===== src/rtl/pipe_ctrl_pkg.sv =====
// pipe_ctrl_pkg
//   Shared constants for the control-word pipeline and the decoders that feed it.
//   - Stage indices into the back-end pipeline (E, M, W).
//   - Default position of the multi-cycle flag inside the control word.
//   - Field positions of the control word, so the decoders and the
//     pipeline agree on where each control bit lives.
package pipe_ctrl_pkg;

    localparam int STG_E = 0;
    localparam int STG_M = 1;
    localparam int STG_W = 2;

    localparam int MC_BIT_DEF = 15;

    typedef enum logic [3:0] {
        CF_REG_WRITE  = 4'd0,
        CF_MEM_WRITE  = 4'd1,
        CF_MEM_TO_REG = 4'd2,
        CF_BRANCH     = 4'd3,
        CF_ALU_SRC    = 4'd4,
        CF_JUMP       = 4'd5,
        CF_MULTI_CYC  = 4'd15
    } ctrl_field_e;

endpackage


===== src/rtl/pipe_stage_reg.sv =====
// pipe_stage_reg
//   One pipeline register holding a control word and its valid bit.
//   Priority per edge: clear > hold > load > bubble.
//   An invalid word is always stored as all-zero control.
// Ports
//   clk        in   rising-edge clock
//   reset      in   asynchronous active-low reset
//   clear      in   drop contents (valid=0, ctrl=0)
//   hold       in   keep current contents
//   load       in   capture ctrl_in/valid_in; if none of clear/hold/load, insert bubble
//   ctrl_in    in   upstream control word
//   valid_in   in   upstream valid
//   ctrl_out   out  stored control word
//   valid_out  out  stored valid
module pipe_stage_reg
    import pipe_ctrl_pkg::*;
#(
    parameter int CW = 16
) (
    input  logic          clk,
    input  logic          reset,
    input  logic          clear,
    input  logic          hold,
    input  logic          load,
    input  logic [CW-1:0] ctrl_in,
    input  logic          valid_in,
    output logic [CW-1:0] ctrl_out,
    output logic          valid_out
);

    logic [CW-1:0] ctrl_q, ctrl_d;
    logic          valid_q, valid_d;

    always_comb begin
        ctrl_d  = '0;
        valid_d = 1'b0;
        if (clear) begin
            ctrl_d  = '0;
            valid_d = 1'b0;
        end else if (hold) begin
            ctrl_d  = ctrl_q;
            valid_d = valid_q;
        end else if (load) begin
            ctrl_d  = valid_in ? ctrl_in : '0;
            valid_d = valid_in;
        end
    end

    always_ff @(posedge clk or negedge reset) begin
        if (!reset) begin
            ctrl_q  <= '0;
            valid_q <= 1'b0;
        end else begin
            ctrl_q  <= ctrl_d;
            valid_q <= valid_d;
        end
    end

    assign ctrl_out  = ctrl_q;
    assign valid_out = valid_q;

endmodule


===== src/rtl/pipe_ctrl_chain.sv =====
// pipe_ctrl_chain
//   Control-word pipeline from D through STAGES back-end registers (E, M, W...).
//   Hazard stalls propagate upstream; flushes clear a single stage. Ops with
//   ctrl_d[MC_BIT] set stay in stage 0 for MC_CYCLES cycles.
// Ports
//   clk         in   rising-edge clock
//   reset       in   asynchronous active-low reset
//   ctrl_d      in   decoded control word (D stage)
//   valid_d     in   D holds a real instruction
//   stall_i     in   per-stage hold request
//   flush_i     in   per-stage clear request
//   ctrl_o      out  stage k word at [k*CW +: CW]
//   valid_o     out  stage k valid
//   stall_up_o  out  D/F must hold (effective stall of stage 0)
//   mc_busy_o   out  multi-cycle op holding stage 0
module pipe_ctrl_chain
    import pipe_ctrl_pkg::*;
#(
    parameter int CW        = 16,
    parameter int STAGES    = 3,
    parameter int MC_BIT    = MC_BIT_DEF,
    parameter int MC_CYCLES = 4
) (
    input  logic                 clk,
    input  logic                 reset,
    input  logic [CW-1:0]        ctrl_d,
    input  logic                 valid_d,
    input  logic [STAGES-1:0]    stall_i,
    input  logic [STAGES-1:0]    flush_i,
    output logic [STAGES*CW-1:0] ctrl_o,
    output logic [STAGES-1:0]    valid_o,
    output logic                 stall_up_o,
    output logic                 mc_busy_o
);

    localparam int               CNT_W   = $clog2(MC_CYCLES + 1);
    localparam logic [CNT_W-1:0] MC_LOAD = CNT_W'(MC_CYCLES - 1);

    logic [CNT_W-1:0]  cnt_q, cnt_d;
    logic              mc_hold;
    logic [STAGES-1:0] st;
    logic              st_down;
    logic [CW-1:0]     ctrl_s [STAGES];
    logic [STAGES-1:0] valid_s;

    assign mc_hold = (cnt_q != '0);

    // Suffix-OR of stall requests: any stalled stage stalls everything upstream.
    // Written without reading st back so the chain stays a plain tree.
    always_comb begin
        logic acc;
        st = '0;
        for (int k = 0; k < STAGES; k++) begin
            acc = (k == 0) ? mc_hold : 1'b0;
            for (int j = k; j < STAGES; j++) begin
                acc = acc | stall_i[j];
            end
            st[k] = acc;
        end
    end

    // Effective stall of the stage just below E; freezes the MC countdown.
    generate
        if (STAGES > 1) begin : g_st_down
            assign st_down = st[1];
        end else begin : g_st_none
            assign st_down = 1'b0;
        end
    endgenerate

    always_comb begin
        cnt_d = cnt_q;
        if (flush_i[0]) begin
            cnt_d = '0;
        end else if (mc_hold) begin
            if (!st_down) cnt_d = cnt_q - 1'b1;
        end else if (!st[0] && valid_d && ctrl_d[MC_BIT]) begin
            cnt_d = MC_LOAD;
        end
    end

    always_ff @(posedge clk or negedge reset) begin
        if (!reset) cnt_q <= '0;
        else        cnt_q <= cnt_d;
    end

    generate
        for (genvar k = 0; k < STAGES; k++) begin : g_stage
            logic [CW-1:0] up_ctrl;
            logic          up_valid;
            logic          up_load;

            if (k == 0) begin : g_head
                assign up_ctrl  = ctrl_d;
                assign up_valid = valid_d;
                assign up_load  = 1'b1;
            end else begin : g_tail
                assign up_ctrl  = ctrl_s[k-1];
                assign up_valid = valid_s[k-1];
                assign up_load  = !st[k-1];
            end

            pipe_stage_reg #(.CW(CW)) u_stage (
                .clk       (clk),
                .reset     (reset),
                .clear     (flush_i[k]),
                .hold      (st[k]),
                .load      (up_load),
                .ctrl_in   (up_ctrl),
                .valid_in  (up_valid),
                .ctrl_out  (ctrl_s[k]),
                .valid_out (valid_s[k])
            );

            assign ctrl_o[k*CW +: CW] = ctrl_s[k];
        end
    endgenerate

    assign valid_o    = valid_s;
    assign stall_up_o = st[0];
    assign mc_busy_o  = mc_hold;

endmodule


===== config.mk =====
export PLATFORM = sky130hd
export DESIGN_NAME = pipe_ctrl_chain
export DESIGN_NICKNAME = d
export VERILOG_FILES = /design/src/rtl/pipe_ctrl_pkg.sv /design/src/rtl/pipe_stage_reg.sv /design/src/rtl/pipe_ctrl_chain.sv
export SDC_FILE = /design/constraint.sdc
export NUM_CORES = 1
export LEC_CHECK = 0
export CORE_ASPECT_RATIO = 1.1
export CORE_MARGIN = 1
export CORE_UTILIZATION = 48
export DETAILED_ROUTE_END_ITERATION = 8
export GPL_TIMING_DRIVEN = 0
export PLACE_DENSITY = 0.84
export SYNTH_ARGS = -nofsm -noshare
export SYNTH_HDL_FRONTEND = slang
export SYNTH_SLANG_ARGS = --single-unit

===== constraint.sdc =====
create_clock -name clk -period 3.6 [get_ports clk]
set_input_delay 0.9 -clock clk [delete_from_list [all_inputs] [get_ports clk]]
set_output_delay 0.9 -clock clk [all_outputs]
set_load 0.05 [all_outputs]

==> key figures <==
Setup path
  • WP data required: 2.70 ns
  • Critical path startpoint category: input port
  • Critical setup path kind: in -> out
  • Maximum fanout along the worst path: 10
  • Critical Path End Type: output pin
  • Crit-path most repeated cell: sky130_fd_sc_hd__clkbuf_2
  • Slack of the worst reg-to-reg path: 1.34 ns
  • Largest incremental delay on the critical path: 0.50 ns
  • Critical-path cell with the highest stage delay: sky130_fd_sc_hd__clkdlybuf4s50_1
  • Cell breakdown of the critical path: clkdlybuf4s50_1 -> clkbuf_2 -> nand2b_1 -> clkbuf_2 -> clkdlybuf4s15_2
  • Arrival time reported for the critical path endpoint: 2.57 ns

Logic synthesis
  • Mapped Cells: 200
  • Most numerous cell in the Yosys netlist: sky130_fd_sc_hd__dfrtp_1
  • Top FF cell, synth: sky130_fd_sc_hd__dfrtp_1
  • Top-area cell type share of the netlist area: 58.92%
  • Top cells by count, synth: 54 x sky130_fd_sc_hd__dfrtp_1, 34 x sky130_fd_sc_hd__o21ai_0, 23 x sky130_fd_sc_hd__a22o_1
  • Syn Std Cell Area: 2293 um^2
  • Post-synthesis register bit count: 54
  • Cell type contributing the most total cell area after synthesis: sky130_fd_sc_hd__dfrtp_1
  • Warnings from Yosys: 0
  • Number of synthesized flops with an enable pin: 0
  • Post-Synthesis Net Count: 227
  • Avg Synthesized Cell Area: 11.47 um^2
  • Part of the Yosys area used for sequential elements: 58.92%
  • Top cells by area in the synthesized netlist: sky130_fd_sc_hd__dfrtp_1 59%, sky130_fd_sc_hd__a22o_1 8.8%, sky130_fd_sc_hd__o21ai_0 7.4%
  • Share of synthesized registers carrying an async set or reset: 100.0%
  • Synth unique cells: 30

Clocking
  • Buffer type at the clock tree root: sky130_fd_sc_hd__clkbuf_8
  • Buffers from clock root to sink, at most: 2
  • Clock Latency Late Sink: 0.31 ns
  • CTS Sinks: 54
  • Clock tree from TritonCTS: yes
  • Count of buffers added by post-CTS timing repair for setup: 0
  • Total of hold buffers inserted after clock tree synthesis: 0
  • Clock-pin slew on the worst setup and hold paths: 0.09 ns
  • Number of buffers created by CTS: 5
  • CTS H-Tree Depth: 2

Worst hold path
  • Worst Hold Class: reg -> reg

Detailed routing
  • Vias after detailed routing: 1865
  • Detailed-route DRC error count: 0
  • Vias per cell: 5.453
  • Detailed-routing iteration count for the pre-antenna-repair pass: 4
  • Routed wire length: 5384 um
  • Routed wire length per instance: 15.74 um
  • First DRT Iteration DRCs: 120
  • DRT antenna net count: 0

Place
  • Placed wire-length estimate: 4034 um
  • Number of port buffers: 77
  • Last weighted congestion value of the routability-driven placer: 0.8618
  • Pre-CTS WS: -0.5861 ns

STA
  • Slew of the pin with the lowest slew margin: 0.6982 ns
  • TNS Setup: 0 ns
  • Number of setup violations in the final report: 0
  • Worst hold slack after final layout: 0.4854 ns
  • Max Clock Freq: 288.4 MHz
  • Worst setup skew after layout: 0.004921 ns
  • RSZ-0062 raised after global routing: false
  • Setup slack of the critical path after layout: 0.1322 ns
  • Worst rel slew slack: 53.33%
  • Portion of the clock cycle consumed by the worst path in the final layout: 96.33%
  • Final hold violation count: 0
  • Max Transition Viols Final: 0
  • Min cycle time layout: 3.468 ns

Power
  • Leakage Power: 1.444 nW
  • Largest vdd supply drop: 0.0003456 V
  • Cell area power density: 358.8 nW/um^2
  • Post-layout power: 1.166 mW

Layout
  • # nets final: 312
  • Antenna cells: 0
  • Share of post-route cells with drive strength above 1: 10.84%
  • Relative area change from synthesis to final layout: 41.68%
  • Fillers: 350

Outcome
  • Status: finished clean

Global routing
  • Pin count of the biggest net entering global routing: 33
  • First-pass GRT wire length: 8838 um
  • Global route overflow: 0
  • Initial antenna violation count: 0
  • Via count of the first global-routing pass: 1782
  • Total GRT Usage: 23.83%

Floorplanning
  • I/O pin count: 78
  • Initial Utilization: 49.65%
  • Die Ht: 74.50 um
  • Width of the die: 67.91 um
  • # rows: 26
  • Floorplan Core Area: 4619 um^2
  • Die footprint: 5059 um^2

Flow run
  • Max-Cap Viols: 0
-- routing by layer --
metal	vias to the layer above	global-route usage (%)	part of all wire, %	wire length, um
met3	7	3.988	3.6	192
met4	0	9.259	1.4	74
li1	887	-	-	-
met2	47	38.06	51	2762
met1	924	32.40	44	2355
met5	-	0	0	0
-- area by class of cell --
class                           instances  area, um^2  share of cell area, %
Buffer                                 17       86.33                  2.657
Clock buffer                            5       68.82                  2.118
Clock inverter                          3       21.27                 0.6546
Inverter                                3       11.26                 0.3466
Multi-Input combinational cell        126       853.3                  26.26
Sequential cell                        54        1351                  41.59
Tap cell                               56       70.07                  2.156
Timing Repair Buffer                   78       787.0                  24.22
-- registers in the layout, summed over array words and instances, names as in the netlist --
register	cells
cnt_q	3
g_stage.u_stage.ctrl_out	48
g_stage.u_stage.valid_out	3
-- timing repair --
| action | 4_1_cts | 5_1_grt |
|---|---|---|
| setup endpoints to repair | 1 | 1 |
| resized for setup | 4 | 3 |
| hold endpoints to repair | 0 | 0 |
-- logic make-up (layout without fill, tap and decap cells) --
| group | after synthesis | in the layout | share of synthesized area [%] |
|---|---|---|---|
| compound gates | 73 | 73 | 22.42 |
| flops | 54 | 54 | 58.92 |
| simple gates | 51 | 51 | 13.42 |
| fa+ha+maj | 2 | 2 | 1.091 |
| buf+inv | 20 | 106 | 4.146 |
-- final timing paths --
kind,startpoint,endpoint,cells past startpoint
setup / recovery,stall_i[0],stall_up_o,5
max in group asynchronous,reset,g_stage[0].u_stage.ctrl_out[9]$_DFFE_PN0P_,2
hold / removal,g_stage[2].u_stage.valid_out$_DFFE_PN0P_,g_stage[2].u_stage.valid_out$_DFFE_PN0P_,1
setup reg to reg,cnt_q[0]$_DFFE_PN0P_,g_stage[1].u_stage.ctrl_out[2]$_DFFE_PN0P_,7
hold reg to reg,g_stage[2].u_stage.valid_out$_DFFE_PN0P_,g_stage[2].u_stage.valid_out$_DFFE_PN0P_,1
min in group asynchronous,reset,g_stage[2].u_stage.ctrl_out[3]$_DFFE_PN0P_,1
-- critical path: cells and delay by family --
kind                   cells  cell delay (ns)
buffers and inverters      4             1.38
and+or+nand+nor            1             0.28
-- cells in the final DEF (no fill, tap or decap), drive strengths merged --
master and count:
clkdlybuf4s50 75, dfrtp 54, o21ai 34, a22o 32, nor2b 18, clkbuf 17
nand2 15, buf 7, nor2 4, inv 3, nor4b 3, nand2b 2
and3 2, a21oi 2, a21o 2, ha 2, clkinv 2, or4b 1
and3b 1, o211a 1, a211oi 1, nor4 1, nor3 1, or4 1
nand4b 1, nand3 1, a21bo 1, clkinvlp 1, clkdlybuf4s15 1
-- through the flow --
step                util, %  std cells  instance area (um^2)
floorplan                 -        200                  2293
global placement      67.85        333                  3134
detailed placement    68.17        334                  3149
CTS                   70.18        342                  3242
global route          70.34        342                  3249
finish                70.34        342                  3249
-- report_power, final --
| group | internal [mW] | switching, mW | leakage (nW) |
|---|---|---|---|
| Combinational | 0.0770 | 0.128 | 0.647 |
| Sequential | 0.618 | 0.00797 | 0.752 |
| Clock | 0.137 | 0.198 | 0.0441 |
| Total | 0.831 | 0.334 | 1.44 |
Power figures use the tool's default switching activity.
